--- config.mk ---
export PLATFORM = sky130hd
export DESIGN_NAME = arrow_move_scheduler
export DESIGN_NICKNAME = d
export VERILOG_FILES = /design/src/rtl/arrow_pkg.sv /design/src/rtl/key_edge_detect.sv /design/src/rtl/arrow_move_scheduler.sv
export SDC_FILE = /design/constraint.sdc
export NUM_CORES = 1
export LEC_CHECK = 0
export ABC_AREA = 0
export BUFFER_PORTS_ARGS = -buffer_cell sky130_fd_sc_hd__clkbuf_2
export CORE_UTILIZATION = 66
export CTS_CLUSTER_DIAMETER = 40
export DETAILED_ROUTE_END_ITERATION = 16
export PLACE_DENSITY = 0.95
export SYNTH_ARGS = -nofsm -noshare
export SYNTH_HDL_FRONTEND = slang
export SYNTH_SLANG_ARGS = --single-unit
--- constraint.sdc ---
create_clock -name clock -period 8.2 [get_ports clock]
set_clock_uncertainty 0.05 [all_clocks]
set_input_delay 0.82 -clock clock [delete_from_list [all_inputs] [get_ports clock]]
set_output_delay 0.82 -clock clock [all_outputs]
set_load 0.01 [all_outputs]
--- src/rtl/arrow_pkg.sv ---
// Shared types and grid geometry for the arrow-key cursor scheduler.
package arrow_pkg;

  typedef enum logic [1:0] {
    UP    = 2'd0,
    DOWN  = 2'd1,
    LEFT  = 2'd2,
    RIGHT = 2'd3
  } dir_t;

  localparam int GRID_DIM   = 6;
  localparam int GRID_CELLS = GRID_DIM * GRID_DIM;

  typedef enum logic [1:0] {
    IDLE        = 2'd0,
    ISSUE       = 2'd1,
    WAIT_HOLD   = 2'd2,
    WAIT_REPEAT = 2'd3
  } state_t;

endpackage

--- src/rtl/key_edge_detect.sv ---
// Two-flop synchronizer per key plus a rising-edge pulse on the synchronized level.
module key_edge_detect (
  input  logic       clock,
  input  logic       reset,
  input  logic [3:0] keys,
  output logic [3:0] level,
  output logic [3:0] rise
);

  logic [3:0] sync_p0;
  logic [3:0] sync_p1;
  logic [3:0] prev_p2;

  always_ff @(posedge clock) begin
    if (reset) begin
      sync_p0 <= '0;
      sync_p1 <= '0;
      prev_p2 <= '0;
    end else begin
      sync_p0 <= keys;
      // p0 -> p1: metastability settling stage
      sync_p1 <= sync_p0;
      // p1 -> p2: previous synchronized level for edge detection
      prev_p2 <= sync_p1;
    end
  end

  assign level = sync_p1;
  assign rise  = sync_p1 & ~prev_p2;

endmodule

--- src/rtl/arrow_move_scheduler.sv ---
// Arbitrates arrow-key presses into cursor moves on a 6x6 grid, with hold-to-repeat.
module arrow_move_scheduler
  import arrow_pkg::*;
#(
  parameter int HOLD_CYCLES   = 25_000_000,
  parameter int REPEAT_CYCLES = 5_000_000
) (
  input  logic       clock,
  input  logic       reset,
  input  logic [3:0] keys,
  input  logic       move_ready,
  output logic       move_valid,
  output logic [1:0] move_dir,
  output logic [5:0] pos,
  output logic [5:0] next_pos
);

  localparam int CNT_MAX = (HOLD_CYCLES > REPEAT_CYCLES) ? HOLD_CYCLES : REPEAT_CYCLES;
  localparam int CNT_W   = (CNT_MAX > 2) ? $clog2(CNT_MAX) : 1;
  localparam logic [5:0] DIM = 6'(GRID_DIM);

  function automatic logic is_blocked(input logic [5:0] p, input dir_t d);
    logic [5:0] row;
    logic [5:0] col;
    row = p / DIM;
    col = p - row * DIM;
    case (d)
      UP:      is_blocked = (row == 6'd0);
      DOWN:    is_blocked = (row == DIM - 6'd1);
      LEFT:    is_blocked = (col == 6'd0);
      default: is_blocked = (col == DIM - 6'd1);
    endcase
  endfunction

  function automatic logic [5:0] step(input logic [5:0] p, input dir_t d);
    case (d)
      UP:      step = p - DIM;
      DOWN:    step = p + DIM;
      LEFT:    step = p - 6'd1;
      default: step = p + 6'd1;
    endcase
  endfunction

  // Lowest offset after the last grant wins; the last grant itself comes last.
  function automatic logic [1:0] rr_pick(input logic [3:0] req, input logic [1:0] last);
    logic [1:0] idx;
    rr_pick = last;
    for (int i = 4; i >= 1; i--) begin
      idx = last + 2'(i);
      if (req[idx]) rr_pick = idx;
    end
  endfunction

  logic [3:0] key_lvl;
  logic [3:0] key_rise;

  key_edge_detect u_key_edge_detect (
    .clock (clock),
    .reset (reset),
    .keys  (keys),
    .level (key_lvl),
    .rise  (key_rise)
  );

  state_t           state_q, state_d;
  logic [3:0]       pending_q;
  logic [3:0]       auto_q;
  logic [1:0]       rr_q, rr_d;
  logic [CNT_W-1:0] cnt_q, cnt_d;
  logic [CNT_W-1:0] cnt_lim;
  logic [5:0]       pos_q;
  logic [5:0]       nxt_q;
  logic [1:0]       dir_q;
  logic             issue_auto_q, issue_auto_d;
  logic [1:0]       grant;
  logic [3:0]       grant_clr;
  logic [3:0]       rep_set;
  logic             load_move;
  logic             accept;

  assign cnt_lim = (state_q == WAIT_HOLD) ? CNT_W'(HOLD_CYCLES - 1) : CNT_W'(REPEAT_CYCLES - 1);

  always_comb begin
    state_d      = state_q;
    rr_d         = rr_q;
    cnt_d        = cnt_q;
    issue_auto_d = issue_auto_q;
    grant        = rr_pick(pending_q, rr_q);
    grant_clr    = '0;
    rep_set      = '0;
    load_move    = 1'b0;
    accept       = 1'b0;
    case (state_q)
      IDLE: begin
        if (|pending_q) begin
          grant_clr[grant] = 1'b1;
          rr_d             = grant;
          // A blocked move is consumed here and never presented.
          if (!is_blocked(pos_q, dir_t'(grant))) begin
            state_d      = ISSUE;
            load_move    = 1'b1;
            issue_auto_d = auto_q[grant];
          end
        end
      end
      ISSUE: begin
        if (move_ready) begin
          accept  = 1'b1;
          state_d = issue_auto_q ? WAIT_REPEAT : WAIT_HOLD;
          cnt_d   = '0;
        end
      end
      default: begin
        if (!key_lvl[dir_q] || (|pending_q)) begin
          state_d = IDLE;
        end else if (cnt_q == cnt_lim) begin
          rep_set[dir_q] = 1'b1;
          state_d        = WAIT_REPEAT;
          cnt_d          = '0;
        end else begin
          cnt_d = cnt_q + 1'b1;
        end
      end
    endcase
  end

  always_ff @(posedge clock) begin
    if (reset) begin
      state_q      <= IDLE;
      pending_q    <= '0;
      auto_q       <= '0;
      rr_q         <= 2'd3;
      cnt_q        <= '0;
      issue_auto_q <= 1'b0;
      pos_q        <= '0;
      nxt_q        <= '0;
      dir_q        <= '0;
    end else begin
      state_q      <= state_d;
      rr_q         <= rr_d;
      cnt_q        <= cnt_d;
      issue_auto_q <= issue_auto_d;
      pending_q    <= (pending_q & ~grant_clr) | key_rise | rep_set;
      // Auto flag marks a pending bit raised by the repeat timer rather than a fresh press.
      auto_q       <= (auto_q & ~grant_clr & ~key_rise) | rep_set;
      if (load_move) begin
        dir_q <= grant;
        nxt_q <= step(pos_q, dir_t'(grant));
      end
      if (accept) pos_q <= nxt_q;
    end
  end

  assign move_valid = (state_q == ISSUE);
  assign move_dir   = dir_q;
  assign pos        = pos_q;
  assign next_pos   = nxt_q;

endmodule

==> results.yml, run 1 <==
floorplanning:
  ios: 22
  die_area_um2: 5940
  start_util_pct: 70.6
  dieWidth_um: 77.1
  rows: 26
  die_y_um: 77.1
  core_area_um2: 5270
sta:
  period_minus_slack_ns: 4.40
  max_clock_freq_mhz: 227
  hold_violations: 0
  tns_ns: 0
  finalSetupViolCount: 0
  relSlewSlack_pct: 34.9
  fin_ws_ns: 3.80
  finalCritPeriodShare_pct: 53.6
  worst_pin_slew_ns: 0.976
  drv_slew: 0
  rsz0062_at_grt: "no"
run_status:
  status: "finished, final reports clean"
cts:
  ctsHoldBuffers: 0
  cts_tree: "done"
  numCtsBuffers: 9
  htree_levels: 3
  cts.repair.resized: 0
  cts_setup_buffers: 0
  clkSlewWorstSetupHoldPaths_ns: 0.07
  clk_latency_ns: 0.35
  cts_sinks: 64
  clockBufferDepth: 2
  cts_root_buffer: "clkbuf_8"
finish:
  final_common_cell: "dfxtp_1"
  area_delta_synth_final_pct: 8.27
  n_antenna_cell: 0
  drive_gt1_share_pct: 11.9
  fin_nets: 477
  layout_common_cells: "dfxtp_1 (64), nor2_1 (63), a21oi_1 (26)"
global_routing:
  antenna_found_initial: 0
  track_usage_pct: 34.6
  grt_max_degree: 42
  grt_use_met1_pct: 41.3
  grt-busiest-layer: "met2"
  grt_util_met2_pct: 57.1
  grt_pass1_vias: 3396
  grt_overflow_total: 0
  grtUsageMet3_pct: 7.38
  grt_pass1_wl_um: 16000
drt:
  drt-initial-drc-count: 338
  via_per_inst: 6.49
  vias: 3400
  first_pass_iters: 5
  wl_um: 9610
  drtAntennaViolNets: 0
  drc: 0
  wl_per_cell_um: 18.3
critical_path:
  critPathKind: "flip-flop to flip-flop"
  crit_fanout: 12
  path_cells: "nand2b_4, mux2i_1, o21bai_1, a21oi_2, inv_1, ha_1, fa_1, inv_1, ha_1, and3b_1, or3_1, a21oi_1, o2111ai_2, o211ai_2, mux2i_1, nor2_1"
  cpMaxStageDelayCell: "dfxtp_1"
  crit_arrival_ns: 4.55
  required_ns: 8.35
  startpoint_type: "flip-flop"
  critPathCaptureType: "flip-flop"
  worst_r2r_startpoint: "pos[4]"
  startpoint: "pos[4]"
  crit_path_max_incr_delay_ns: 0.60
synth:
  syn_nets: 464
  yosysSeqAreaShare_pct: 34.4
  synth_seq_cells: 64
  synth.distinct_cells: 65
  synth_flop_cell: "dfxtp_1"
  synth_area_um2: 3720
  synth_edf_count: 0
  ys_warn_count: 0
  synth-async-reset-ratio_pct: 0
  synth_cells: 436
  postSynthAreaPerCell_um2: 8.54
placement:
  gp_congestion: 0.852
  dp_slack_ns: 3.99
  dp_hpwl_um: 6150
  portBuffers: 21
worst_hold_path:
  worstHoldStart: "u_key_edge_detect.sync_p0[3]"
  hold_path_class: "flip-flop to flip-flop"
power:
  p_per_area_nw_per_um2: 205
  p_leak_uw: 0.00163
  max-vdd-ir-drop_v: 0.000160
flow_run:
  max_cap_violations: 0
path summary, 6_finish.rpt:
| path | end | slack, ns | depth (start not counted) |
|---|---|---|---|
| worst min-delay path | u_key_edge_detect.level[3] | 0.40 | 1 |
| worst max register to register | next_pos[2] | 3.80 | 16 |
| worst min register to register | u_key_edge_detect.level[3] | 0.40 | 1 |
| worst max-delay path | next_pos[2] | 3.80 | 16 |
metal layers:
metal | vias up | wire length (um) | share of wire (%)
met5 | - | 0 | 0
met4 | 0 | 403 | 4.2
met3 | 50 | 864 | 9.0
met1 | 1582 | 3740 | 39
met2 | 218 | 4590 | 48
li1 | 1550 | - | -
layout make-up:
| cell class | count | area (um2) |
|---|---|---|
| clock buffers | 11 | 151 |
| flip-flops and latches | 64 | 1280 |
| repair buffers | 22 | 113 |
| multi-input cells | 330 | 2260 |
| clock inverters | 5 | 55.1 |
| inverters | 22 | 82.6 |
| well taps | 70 | 87.6 |
| fillers | 328 | 1240 |
synth_stat cells (6+ instances only):
cell type / instances / area, um2
a21o_1: 9 / 67.6
inv_1: 21 / 78.8
nor3_1: 7 / 35.0
mux2i_1: 18 / 180
xor2_1: 15 / 131
buf_2: 9 / 45.0
xnor2_1: 17 / 149
nand2_1: 25 / 93.8
ha_1: 17 / 213
nor2b_1: 18 / 113
nand3_1: 15 / 75.1
dfxtp_1: 64 / 1280
nand2b_1: 11 / 68.8
o21ai_0: 7 / 35.0
a21oi_1: 26 / 130
nor2_1: 63 / 236
nand4_1: 8 / 50.1
clkbuf_1: 6 / 22.5
cell families after synthesis:
family | count (synthesis) | share of synthesized area [%]
fa+ha+maj | 21 | 7.87
simple gates | 177 | 24.7
xor+xnor | 32 | 7.53
flops | 64 | 34.4
mux | 19 | 5.45
compound gates | 81 | 15.2
buf+inv | 42 | 4.87
state kept, by name (all words and copies together), names as in the netlist:
signal	cells
cnt_q	25
u_key_edge_detect.sync_p0	4
move_dir	2
pending_q	4
u_key_edge_detect.level	4
u_key_edge_detect.prev_p2	4
pos	6
state_q	2
auto_q	4
next_pos	6
issue_auto_q	1
rr_q	2
power by group:
group,switching (uW),total (uW),internal (uW)
registers,27.6,354,327
clock network,130,286,156
logic,111,187,75.2
worst max-delay path: cells and delay by family (launching register included):
kind / cells / cell delay (ns)
compound gates: 5 / 1.13
simple gates: 4 / 0.87
buf+inv: 2 / 0.15
flops: 1 / 0.60
fa+ha+maj: 3 / 1.02
mux: 2 / 0.42
stage by stage:
step / area [um2] / hold slack (ns) / util, % / total power (uW) / instances
4_1_cts: 4030 / 0.401 / 76.5 / 818 / 524
6_report: 4030 / 0.397 / 76.5 / 827 / 524
5_1_grt: 4030 / 0.417 / 76.5 / 856 / 524
3_5_place_dp: 3820 / 0.377 / 72.6 / 537 / 508
3_3_place_gp: 3820 / 0.366 / 72.6 / 525 / 508
2_1_floorplan: 3720 / 0.364 / - / 491 / 436
Power figures use the tool's default switching activity.
==> run 2: changes to the inputs <==
--- a/config.mk
+++ b/config.mk
@@ -7,10 +7,10 @@
 export LEC_CHECK = 0
 export ABC_AREA = 0
 export BUFFER_PORTS_ARGS = -buffer_cell sky130_fd_sc_hd__clkbuf_2
-export CORE_UTILIZATION = 66
+export CORE_UTILIZATION = 55
 export CTS_CLUSTER_DIAMETER = 40
 export DETAILED_ROUTE_END_ITERATION = 16
-export PLACE_DENSITY = 0.95
+export PLACE_DENSITY = 0.88
 export SYNTH_ARGS = -nofsm -noshare
 export SYNTH_HDL_FRONTEND = slang
 export SYNTH_SLANG_ARGS = --single-unit
==> constraint.sdc (replaced) <==
create_clock -name clock -period 3.9 [get_ports clock]
set_clock_uncertainty 0.05 [all_clocks]
set_input_delay 0.39 -clock clock [delete_from_list [all_inputs] [get_ports clock]]
set_output_delay 0.39 -clock clock [all_outputs]
set_load 0.01 [all_outputs]
==> run 2 against run 1 <==
Compared with the run above:
- flip-flop and latch count stayed put
- via count shrank 6.7%
- cell area grew 3.4%
- critical endpoint is now move_dir[0]
- highest routed layer unchanged
==> results.yml, run 2 (same netlist as run 1, synthesis figures left out) <==
run_status:
  status: "finished, final reports clean"
drt:
  wl_um: 8370
  first_pass_iters: 5
  drtAntennaViolNets: 0
  dr_wl_met3_um: 498
  route.met2.wl_um: 3960
  drt-initial-drc-count: 240
  wl_per_cell_um: 15.5
  vias: 3171
  dr.max_layer_used: "met4"
  drc: 0
  via_per_inst: 5.87
  wl_met1_um: 3820
sta:
  drv_slew: 0
  finalSetupViolCount: 0
  finalCritPeriodShare_pct: 95.6
  worst_pin_slew_ns: 0.943
  max_clock_freq_mhz: 268
  worst_hold_slack_ns: 0.215
  period_minus_slack_ns: 3.73
  hold_violations: 0
  tns_ns: 0
  relSlewSlack_pct: 37.1
cts:
  ctsHoldBuffers: 0
  clk_latency_ns: 0.34
  clockBufferDepth: 2
  numCtsBuffers: 9
  htree_levels: 3
  cts_sinks: 64
  cts_root_buffer: "clkbuf_8"
  clkSlewWorstSetupHoldPaths_ns: 0.07
  cts_tree: "done"
worst_hold_path:
  hold_path_class: "input pin to flip-flop"
power:
  p_per_area_nw_per_um2: 420
  clock_power_share_pct: 34.6
  p_int_uw: 1220
  swShare_pct: 30.3
  p_leak_uw: 0.00169
  switchingPower_uw: 530
  seqPwrFrac_pct: 42.3
  max-vdd-ir-drop_v: 0.000382
  p_comb_share_pct: 23.2
floorplanning:
  rows: 29
  start_util_pct: 57.6
  die_area_um2: 7100
  core_area_um2: 6460
  ios: 22
  die_y_um: 84.3
  dieWidth_um: 84.3
finish:
  layout_common_cells: "nor2_1 (63), dfxtp_1 (61), nand2_1 (25), a21oi_1 (25)"
  final_common_cell: "nor2_1"
  top_register: "cnt_q"
  fin_nets: 486
  area_delta_synth_final_pct: 12.0
  n_antenna_cell: 0
  drive_gt1_share_pct: 14.5
  largest_reg_flops: 25
critical_path:
  cpMaxStageDelayCell: "fa_1"
  critPathKind: "flip-flop to flip-flop"
  critPathCaptureType: "flip-flop"
  crit_fanout: 8
  path_buf_inv: 4
  startpoint_type: "flip-flop"
  crit_path_max_incr_delay_ns: 0.50
  cp_top_family: "compound AO/OA/AOI/OAI gates"
  crit_arrival_ns: 3.94
  required_ns: 4.11
  path_cells: "buf_4, nand2b_4, mux2i_1, o21bai_1, a21oi_2, inv_1, ha_1, fa_1, inv_1, ha_4, and3b_1, or3_1, a21oi_2, o2111ai_4, o211ai_4, buf_4, nand2_1, a21oi_1"
flow_run:
  max_cap_violations: 0
global_routing:
  antenna_found_initial: 0
  grt_pass1_vias: 3076
  grt_max_degree: 42
  grt_overflow_total: 0
  grt_pass1_wl_um: 14100
  track_usage_pct: 24.7
placement:
  gp_congestion: 0.836
  portBuffers: 21
  dp_hpwl_um: 5880
## run 2: cell count changes in the layout (fill, tap and decap cells not counted), sizes merged
cell and change:
o211ai +1, clkinv -1, clkinvlp -2, buf +8, clkbuf +3
## run 2: power by group through the flow
stage	clock network, uW	registers (uW)	logic [uW]
after CTS	610	738	380
after floorplan	0	735	297
after global placement	0	751	355
after global routing	637	747	439
after detailed placement	0	752	373
final	605	740	405
## run 2: layout make-up
class | instances | area (um2)
multi-input combinational | 331 | 2310
fill | 495 | 2290
sequential | 64 | 1290
clock buffer | 14 | 183
timing repair buffer | 30 | 173
tap | 77 | 96.3
inverter | 22 | 82.6
clock inverter | 2 | 35.0
## run 2: layer usage
layer  up-vias  global-route usage (%)
li1       1568                       -
met1      1503                    32.8
met2        89                    40.1
met3        11                    4.92
met4         0                    8.62
met5         -                       0
## run 2: through the flow
| step | setup WS (ns) | utilization, % | area (um2) | std cells | power (uW) |
|---|---|---|---|---|---|
| floorplan | 0.138 | - | 3720 | 436 | 1030 |
| global placement | 0.171 | 60.2 | 3880 | 522 | 1110 |
| detailed placement | -0.0389 | 60.2 | 3880 | 522 | 1130 |
| CTS | 0.0104 | 63.7 | 4110 | 538 | 1730 |
| global route | -0.0466 | 64.5 | 4170 | 540 | 1820 |
| finish | 0.170 | 64.5 | 4170 | 540 | 1750 |
## run 2: path summary, 6_finish.rpt
kind                                     start                            to  slack, ns  depth (start not counted)
setup reg to reg                        pos[5]                   move_dir[0]       0.17                         18
hold / removal                         keys[3]  u_key_edge_detect.sync_p0[3]       0.21                          2
setup / recovery                        pos[5]                   move_dir[0]       0.17                         18
hold reg to reg   u_key_edge_detect.sync_p0[3]    u_key_edge_detect.level[3]       0.39                          1
## run 2: worst register-to-register path, delay by kind of cell, from the launching register on
family | cells | cell delay, ns
buffers and inverters | 4 | 0.47
DFF | 1 | 0.37
muxes | 1 | 0.08
and+or+nand+nor | 4 | 0.68
adders and majority gates | 3 | 0.95
AOI/OAI and AO/OA | 6 | 1.06
## run 2: what timing repair did
action / CTS / global route
setup endpoints to repair: 7 / 9
gates cloned: 0 / 1
setup buffers: 0 / 1
gates resized for setup: 2 / 7
pin swaps: 0 / 3
==> run 3: changes to the inputs <==
--- a/config.mk
+++ b/config.mk
@@ -7,10 +7,11 @@
 export LEC_CHECK = 0
 export ABC_AREA = 0
 export BUFFER_PORTS_ARGS = -buffer_cell sky130_fd_sc_hd__clkbuf_2
-export CORE_UTILIZATION = 55
+export CORE_MARGIN = 2
+export CORE_UTILIZATION = 38
 export CTS_CLUSTER_DIAMETER = 40
 export DETAILED_ROUTE_END_ITERATION = 16
-export PLACE_DENSITY = 0.88
+export PLACE_DENSITY = 0.68
 export SYNTH_ARGS = -nofsm -noshare
 export SYNTH_HDL_FRONTEND = slang
 export SYNTH_SLANG_ARGS = --single-unit
==> run 3 against run 2 <==
Compared with the run above:
- register-to-register slack better by 0.07 ns
- clock power is 14% lower
- sequential power hardly changed
- die area is 49% higher
- critical endpoint is now next_pos[1]
- critical path depth is 2 lower
- count of clock-buffer cells in the layout is 2 lower
- routed wire length is 2.1% lower
- combinational power is 3% lower
==> results.yml, run 3 (same netlist as run 1, synthesis figures left out) <==
placement:
  dp_slack_ns: -0.0391
  gp_congestion: 0.864
  dp_hpwl_um: 5740
  portBuffers: 21
  dpl.cell_count: 576
finish:
  top_register: "cnt_q"
  layout_common_cells: "nor2_1 (63), dfxtp_1 (60), nand2_1 (25), a21oi_1 (25)"
  n_antenna_cell: 0
  area_delta_synth_final_pct: 12.8
  stdcell_count: 594
  largest_reg_flops: 25
  final_common_cell: "nor2_1"
  fin_nets: 484
  drive_gt1_share_pct: 14.5
floorplanning:
  die_y_um: 103
  rows: 36
  ios: 22
  dieWidth_um: 103
  core_area_um2: 9640
  die_area_um2: 10600
  start_util_pct: 38.6
critical_path:
  startpoint_type: "flip-flop"
  reg2reg_to: "next_pos[1]"
  critPathCaptureType: "flip-flop"
  critPathKind: "flip-flop to flip-flop"
  required_ns: 4.04
  startpoint: "pos[4]"
  crit_cells: 16
  crit_fanout: 8
  worst_r2r_startpoint: "pos[4]"
  cp-endpoint: "next_pos[1]"
  path_cells: "nand2b_4, mux2i_1, o21bai_1, a21oi_2, inv_1, ha_1, fa_1, inv_1, ha_4, and3b_1, or3_1, a21oi_2, o2111ai_4, o211ai_4, mux2i_1, nor2_1"
  crit_path_max_incr_delay_ns: 0.49
  rr_worst_depth: 16
  cp_top_family: "adder cells"
  cpMaxStageDelayCell: "fa_1"
  crit_arrival_ns: 3.79
  r2r_slack_ns: 0.24
  path_buf_inv: 2
drt:
  vias: 3109
  drt-initial-drc-count: 172
  wl_per_cell_um: 13.8
  drc: 0
  via_per_inst: 5.23
  drtAntennaViolNets: 0
  wl_um: 8200
  first_pass_iters: 4
global_routing:
  grt_overflow_total: 0
  antenna_found_initial: 0
  track_usage_pct: 16.1
  grt_pass1_vias: 2940
  grt_max_degree: 42
  grt_pass1_wl_um: 13700
power:
  clock_power_share_pct: 31.6
  p_leak_uw: 0.00166
  finalPower_uw: 1650
  max-vdd-ir-drop_v: 0.000298
  seqPwrFrac_pct: 44.7
  swShare_pct: 32.5
  p_per_area_nw_per_um2: 394
  p_comb_share_pct: 23.8
  switchingPower_uw: 537
  p_int_uw: 1120
cts:
  cts_sinks: 64
  cts_root_buffer: "clkbuf_8"
  clk_latency_ns: 0.34
  cts_tree: "done"
  clockBufferDepth: 2
  clkSlewWorstSetupHoldPaths_ns: 0.07
  htree_levels: 3
  ctsHoldBuffers: 0
  numCtsBuffers: 9
sta:
  finalCritPeriodShare_pct: 93.7
  drv_slew: 0
  fin_ws_ns: 0.244
  relSlewSlack_pct: 37.2
  worst_hold_slack_ns: 0.213
  worst_pin_slew_ns: 0.942
  hold_violations: 0
  period_minus_slack_ns: 3.66
  max_clock_freq_mhz: 274
  finalSetupViolCount: 0
run_status:
  status: "finished, final reports clean"
worst_hold_path:
  hold_path_class: "input pin to flip-flop"
flow_run:
  max_cap_violations: 0
## run 3: what timing repair did
action	4_1_cts	5_1_grt
endpoints found under the setup margin	8	9
cloned	0	1
hold endpoints to repair	0	0
pin swaps	0	3
buffers inserted	0	1
gates resized for setup	2	9
## run 3: power groups by stage
stage               sequential, uW  combinational, uW  clock [uW]
global route                   746                437         568
CTS                            739                376         530
finish                         739                393         522
detailed placement             754                370           0
floorplan                      735                297           0
global placement               752                361           0
## run 3: metal layers
metal	GRT usage [%]	up-vias	share of wire, %
li1	-	1565	-
met1	22.0	1481	47
met2	26.1	53	47
met3	2.58	10	3.9
met4	5.36	0	1.4
met5	0	-	0
## run 3: layout make-up
type,count,area [um2]
clock buffers,12,155
clock inverters,4,28.8
fillers,991,5440
inverters,22,82.6
multi-input cells,331,2320
flip-flops and latches,64,1290
well taps,133,166
repair buffers,28,158
## run 3: worst reg2reg max path: stages, from the launching register on
cell       delay, ns
dfxtp_4         0.41
nand2b_4        0.16
mux2i_1         0.09
o21bai_1        0.18
a21oi_2         0.16
inv_1           0.07
ha_1            0.20
fa_1            0.49
inv_1           0.06
ha_4            0.23
and3b_1         0.18
or3_1           0.36
a21oi_2         0.17
o2111ai_4       0.19
o211ai_4        0.21
mux2i_1         0.25
nor2_1          0.05
## run 3: how the worst min path moves through the flow
stage / start / to / slack (ns) / cells past startpoint
floorplan: u_key_edge_detect.sync_p0[0] / u_key_edge_detect.level[0] / 0.36 / 1
detailed placement: u_key_edge_detect.sync_p0[1] / u_key_edge_detect.level[1] / 0.37 / 1
global route: keys[2] / u_key_edge_detect.sync_p0[2] / 0.20 / 2
global placement: u_key_edge_detect.sync_p0[3] / u_key_edge_detect.level[3] / 0.37 / 1
finish: keys[0] / u_key_edge_detect.sync_p0[0] / 0.21 / 2
CTS: keys[0] / u_key_edge_detect.sync_p0[0] / 0.20 / 2
## run 3: stage by stage
stage                     setup TNS, ns  cell area, um2  utilization, %
final                                 0            4200            43.5
after global routing            -0.0125            4200            43.5
after CTS                             0            4130            42.9
after detailed placement         -0.229            3940            40.9
after global placement                0            3940            40.9
after floorplan                       0            3720               -
